===== src/rtl/updn_sweep_ctrl.sv =====
// Triangle-sweep sequencer for an up/down counter: load lo, count up to hi, back down to lo, N times.
// Optional abort input is compiled in when SWEEP_ABORT_EN is defined.
module updn_sweep_ctrl #(
    parameter int WIDTH = 4,
    parameter int REP_W = 4
) (
    input  logic             clk,
    input  logic             rst,
    input  logic             start,
    input  logic [WIDTH-1:0] lo,
    input  logic [WIDTH-1:0] hi,
    input  logic [REP_W-1:0] reps,
    input  logic [WIDTH-1:0] ctr_count,
    output logic [WIDTH-1:0] ctr_data,
    output logic             ctr_load_n,
    output logic             ctr_cen,
    output logic             ctr_up_dn,
    output logic             busy,
    output logic             done,
    output logic             err,
    output logic [REP_W-1:0] sweep_cnt
`ifdef SWEEP_ABORT_EN
    ,
    input  logic             abort
`endif
);

    typedef enum logic [2:0] {
        S_IDLE,
        S_LOAD,
        S_UP,
        S_DOWN,
        S_DONE
    } state_t;

    state_t           state;
    state_t           state_nxt;
    logic [WIDTH-1:0] lo_q;
    logic [WIDTH-1:0] hi_q;
    logic [REP_W-1:0] reps_q;
    logic [REP_W-1:0] sweep_inc;
    logic             accept;
    logic             sweep_end;
    logic             last_sweep;
    logic             abort_hit;

    // A repeat count of zero still runs one sweep.
    function automatic logic [REP_W-1:0] eff_reps(input logic [REP_W-1:0] r);
        return (r == '0) ? {{(REP_W-1){1'b0}}, 1'b1} : r;
    endfunction

    assign accept     = (state == S_IDLE) && start;
    assign sweep_inc  = sweep_cnt + {{(REP_W-1){1'b0}}, 1'b1};
    assign last_sweep = (sweep_inc == eff_reps(reps_q));
    assign ctr_data   = lo_q;

`ifdef SWEEP_ABORT_EN
    assign abort_hit = abort && ((state == S_LOAD) || (state == S_UP) || (state == S_DOWN));
`else
    assign abort_hit = 1'b0;
`endif

    always_ff @(posedge clk or negedge rst) begin
        if (!rst) begin
            state <= S_IDLE;
        end else begin
            state <= state_nxt;
        end
    end

    // Counter is held (cen=0) on the turnaround value for one cycle so it never steps past hi or lo.
    always_comb begin
        state_nxt  = state;
        ctr_load_n = 1'b1;
        ctr_cen    = 1'b0;
        ctr_up_dn  = 1'b1;
        done       = 1'b0;
        busy       = (state != S_IDLE);
        sweep_end  = 1'b0;
        case (state)
            S_IDLE: begin
                if (start) begin
                    state_nxt = (hi <= lo) ? S_DONE : S_LOAD;
                end
            end
            S_LOAD: begin
                ctr_load_n = 1'b0;
                state_nxt  = S_UP;
            end
            S_UP: begin
                ctr_cen = (ctr_count != hi_q);
                if (ctr_count == hi_q) begin
                    state_nxt = S_DOWN;
                end
            end
            S_DOWN: begin
                ctr_up_dn = 1'b0;
                ctr_cen   = (ctr_count != lo_q);
                if (ctr_count == lo_q) begin
                    sweep_end = 1'b1;
                    state_nxt = last_sweep ? S_DONE : S_UP;
                end
            end
            S_DONE: begin
                done      = 1'b1;
                state_nxt = S_IDLE;
            end
            default: begin
                state_nxt = S_IDLE;
            end
        endcase
        if (abort_hit) begin
            ctr_load_n = 1'b1;
            ctr_cen    = 1'b0;
            sweep_end  = 1'b0;
            state_nxt  = S_DONE;
        end
    end

    always_ff @(posedge clk or negedge rst) begin
        if (!rst) begin
            lo_q      <= '0;
            hi_q      <= '0;
            reps_q    <= '0;
            err       <= 1'b0;
            sweep_cnt <= '0;
        end else if (accept) begin
            lo_q      <= lo;
            hi_q      <= hi;
            reps_q    <= reps;
            err       <= (hi <= lo);
            sweep_cnt <= '0;
        end else if (sweep_end) begin
            sweep_cnt <= sweep_inc;
        end
    end

endmodule


===== config.mk =====
export PLATFORM = sky130hd
export DESIGN_NAME = updn_sweep_ctrl
export DESIGN_NICKNAME = d
export VERILOG_FILES = /design/src/rtl/updn_sweep_ctrl.sv
export SDC_FILE = /design/constraint.sdc
export NUM_CORES = 1
export LEC_CHECK = 0
export ABC_AREA = 1
export BUFFER_PORTS_ARGS = -buffer_cell sky130_fd_sc_hd__buf_2
export CORE_ASPECT_RATIO = 1.25
export CORE_UTILIZATION = 52
export DETAILED_ROUTE_END_ITERATION = 8
export PLACE_DENSITY = 0.77
export SKIP_LAST_GASP = 1
export SLEW_MARGIN = 10
export SYNTH_ARGS = -nofsm -noshare
export SYNTH_HDL_FRONTEND = slang
export SYNTH_SLANG_ARGS = --single-unit

===== constraint.sdc =====
create_clock -name clk -period 1.9 [get_ports clk]
set_clock_uncertainty 0.05 [all_clocks]
set_input_delay 0.285 -clock clk [delete_from_list [all_inputs] [get_ports clk]]
set_output_delay 0.285 -clock clk [all_outputs]
set_load 0.005 [all_outputs]

# After elaboration in Yosys (flattened, before gate mapping)
# Index checks and enable logic that the tools add are counted.
# totals
out_inout_bits	14
mem_bits_rw	0
latchBits	0
inputBits	19
mem_count	0
ff_bits	20
rom_bits	0
# op_classes
n_lt_le_gt_ge	1
n_eq_ne	12
bitwise	0
n_addsub	1
n_mux	15
mul	0
reduce_logical	6
n_shift	0
div_mod_pow	0
# ops
cell	count
two-way mux 3 bit	5
equality test 4 bit	3
two-way mux 4 bit	3
case mux 3 bit (4 select lines)	1
!= test 4 bit	2
equality test 3 x 2 -> 1 bit (second input constant)	2
!= test 2 bit (second input constant)	3
two-way mux 1 bit	5
adder 4 x 1 -> 4 bit (second input constant)	1
<= comparator 4 bit	1
logical NOT 4 bit	1
equality test 3 x 1 -> 1 bit (second input constant)	1
equality test 3 bit (second input constant)	1
logical NOT 3 bit	1
AND reduction 3 bit	1
nonzero test 3 bit	1
case mux 1 bit (2 select lines)	1
nonzero test 2 bit	1
logical AND 1 bit	1

# Longest topological paths before layout
# logic_depth
depth_word	6
mapped_depth	10
ltp_nobuf	10

# Worst setup path after synthesis
# OpenSTA, ideal clock, no wires.
# synth_timing
path_kind	reg-to-reg
from	register sweep_cnt[0]
to	register state[1]
arrival_time_ns	1.264
slack_ns	0.469
period_less_slack_ns	1.431
required_ns	1.733
path_stages_with_launch	8
setup_time_ns	0.117
cell_sequence	dfrtp_1 > ha_1 > xnor2_1 > nand3_1 > nor2_1 > nand3_1 > nand3_1 > nand2_1
# synth_between
elab_chain_cells	5
# synth_rtl
item	line_no	text
from (decl)	21	output logic [REP_W-1:0] sweep_cnt
from (signal assigned)	134	sweep_cnt <= sweep_inc;
adder 4 x 1 -> 4 bit	53	assign sweep_inc = sweep_cnt + {{(REP_W-1){1'b0}}, 1'b1};
equality test 4 bit	54	assign last_sweep = (sweep_inc == eff_reps(reps_q));
two-way mux 3 bit	101	state_nxt = last_sweep ? S_DONE : S_UP;
two-way mux 3 bit	99	if (ctr_count == lo_q) begin
case mux 3 bit (4 select lines)	80	case (state)
to (signal assigned)	67	state <= state_nxt;
to (decl)	36	state_t state;
# No other way between the ends. The select of a mux whose other input is x is not followed.
# A chain may end at the register's enable or synchronous reset.

# Final worst setup path
# layout_timing
from	register state[2]
to	output ctr_cen
# layout_between
elab_chain_cells	2
# layout_rtl
item	line_no	text
equality test 3 x 2 -> 1 bit	80	
case mux 1 bit (2 select lines) *	80	
to (decl)	16	output logic ctr_cen,
# Every way passes the cells marked *; elsewhere a longest branch is shown, timed or not.

==> metrics.cfg <==
[clock_network]
cts_htree_levels = 1
insertion_delay_ns = 0.30
cts_root_buf = clkbuf_4
clock-sinks = 20
cts_buffer_depth = 2
cts_made_buffers = 3
post_cts_buffers = 0
clkSlewWorstSetupHoldPaths_ns = 0.12
tritoncts = done

[floorplanning]
io_pins = 33
fp-row-count = 19
core_area_sq_um = 2260
fp.dieW_microns = 46.1
dieHeight_microns = 57.2
start_util_pct = 56.1
die-area_sq_um = 2640

[setup_path]
cp_num_cells = 4
r2r_end = state[1]
critPathArrivalTime_ns = 1.42
slowest_delay_ns = 0.47
worstSetupEndpointType = primary output
critical-path-top-delay-family = simple AND/OR/NAND/NOR gates
crit_required_ns = 1.56
crit_type = reg2out
setup.worst_path.start_class = flop
reg2reg_setup_slack_ns = 0.32
cp_slowest_cell = dfrtp_1
rr_worst_depth = 7
worstSetupEndpoint = ctr_cen
cp_max_fo = 5
r2r-start = sweep_cnt[0]
path_buf_inv = 1
crit_start = state[2]
crit_chain = nor3_1 -> nand2_1 -> nand2_2 -> buf_2

[sta]
setup_viol = 0
rsz0062_at_grt = false
fin_setup_tns_ns = 0
fin_ws_ns = 0.145
relSlewSlack_pct = 69.1
clock.fmax_mhz = 570
fin_crit_ns = 1.76
slew_viol_final = 0
hold_violations = 0
tightest_slew_ns = 0.464
post-route-period-util_pct = 92.4

[placed_design]
place_ws_ns = 0.389
portBuffers = 32
post_dp_cell_area_sq_um = 1450
gp_congestion = 0.829
post-dp-hpwl_microns = 2110

[power]
p_total_mw = 2.25
p_leak_nw = 0.854
switching_share_pct = 43.0
p_switching_mw = 0.966
p_int_mw = 1.28
powerDensity_nw_per_um2 = 1490
seqPwrFrac_pct = 34.5
clkPwrFrac_pct = 15.6
ir_drop_mv = 0.742
combPwrFrac_pct = 49.8

[cells_and_area]
postLayoutCellArea_sq_um = 1510
antenna_cells = 0
area_growth_pct = 19.2
drive_gt1_share_pct = 25.7
multi_input_area_sq_um = 618
final-seq-area_sq_um = 500
fill_cells = 207
nets = 239

[worst_hold_path]
holdPathStages = 3
min_path_type = in2reg
min-delay-start = reps[1]

[global_route]
grt_use_met2_pct = 44.1
use_met3_pct = 3.16
grt_pass1_vias = 1198
antenna_found_initial = 0
grt_overflow = 0
grt_use_total_pct = 24.1
grt_pass1_wl_microns = 4640
use_met1_pct = 25.4
grt_max_degree = 21
busiest_layer = met2

[synthesis]
seq_area_frac_synth_pct = 39.5
netlist.top_cell.by_area = dfrtp_1
synth-edff-count = 0
synth-seq-cells = 20
ys_types = 23
synth_flop_cell = dfrtp_1
yosys-top-cells-area = dfrtp_1 40%, nand2_1 19%, inv_1 8.3%
synth_warnings = 0
synth_cells = 179
synth_top_area_share_pct = 39.5
synth_fp_nets = 203
syn_avg_cell_area_sq_um = 7.07
async_flop_share_pct = 100
syn_area_sq_um = 1270

[route]
wire_per_inst_microns = 11.0
route.detailed.drc = 0
viasPerCell = 4.98
drt_iter0_markers = 37
vias = 1219
drt_wl_total_microns = 2690
firstDrtPassIters = 4
ant_nets = 0

[job]
maxCapViolations = 0

[status]
status = finished clean

-- synth_stat cells (3+ instances only) --
cell type and n:
o21ai_2 4, o21ai_1 8, nor2_1 8, inv_2 4, nand2_2 3, dfrtp_1 20, nand3_1 13, inv_1 28
nand2_1 63, ha_1 5, a21oi_1 3, nor2_2 5, o21ai_0 3
-- metrics by stage --
step	cells	util [%]	hold slack, ns
2_1_floorplan	179	-	-0.0606
3_3_place_gp	240	64.0	0.214
3_5_place_dp	240	64.0	0.209
4_1_cts	245	66.8	0.112
5_1_grt	245	66.8	0.119
6_report	245	66.8	0.117
-- logic make-up after synthesis --
kind of cell / synth area share, %
compound gates: 9.29
xor+xnor: 0.692
fa+ha+maj: 4.94
buf+inv: 11.7
flops: 39.5
simple gates: 33.9
-- metal layers --
metal	routed length (microns)	vias to the layer above
li1	-	626
met1	1080	551
met2	1460	36
met3	94	6
met4	63	0
met5	0	-
-- registers in the layout (all words and copies together) (netlist names) --
signal     flops
reps_q         4
sweep_cnt      4
hi_q           4
ctr_data       4
state          3
err            1
-- worst min path at each step --
| stage | to | slack (ns) |
|---|---|---|
| final | reps_q[1] | 0.12 |
| after global routing | reps_q[1] | 0.12 |
| after CTS | reps_q[1] | 0.11 |
| after detailed placement | sweep_cnt[0] | 0.21 |
| after global placement | sweep_cnt[2] | 0.21 |
| after floorplan | ctr_data[0] | -0.06 |
-- tightest hold or removal path: cells and delay by family --
family	cells	cell delay, ns
buffers and inverters	1	0.07
AND/OR/NAND/NOR	2	0.09
-- power groups by stage --
stage               registers (mW)  clock network, mW  logic (mW)
finish                       0.775              0.351        1.12
global route                 0.801              0.390        1.29
CTS                          0.774              0.361        1.12
detailed placement           0.783                  0        1.12
global placement             0.767                  0        1.07
floorplan                    0.763                  0       0.820
-- cell type report --
class | count | area share (%)
well taps | 31 | 2.57
repair buffers | 33 | 11.3
inverters | 33 | 8.54
flip-flops and latches | 20 | 33.2
multi-input cells | 124 | 41.0
clock buffers | 3 | 1.49
clock inverters | 1 | 1.99
-- layout by cell type (no fill, tap or decap) --
cell / count
o22ai_1: 2
dfrtp_1: 20
inv_1: 28
nor2_1: 8
nand3_1: 13
clkinv_4: 1
dlygate4sd3_1: 1
xnor2_1: 1
buf_2: 32
nor3_1: 1
o21ai_2: 4
o21ai_1: 8
nand2_4: 1
nand2_2: 3
inv_2: 4
nand3b_1: 1
o21ai_0: 3
nor2_2: 5
ha_1: 5
nor2_4: 1
nand2_1: 63
a21oi_1: 3
nand4_1: 2
bufinv_16: 1
clkbuf_4: 3
-- what timing repair did --
action                                  CTS  global route
hold endpoints to repair                 20             0
endpoints found under the setup margin    0             0
hold buffers                              1             0
gates resized for setup                   0             0
Power figures use the tool's default switching activity.
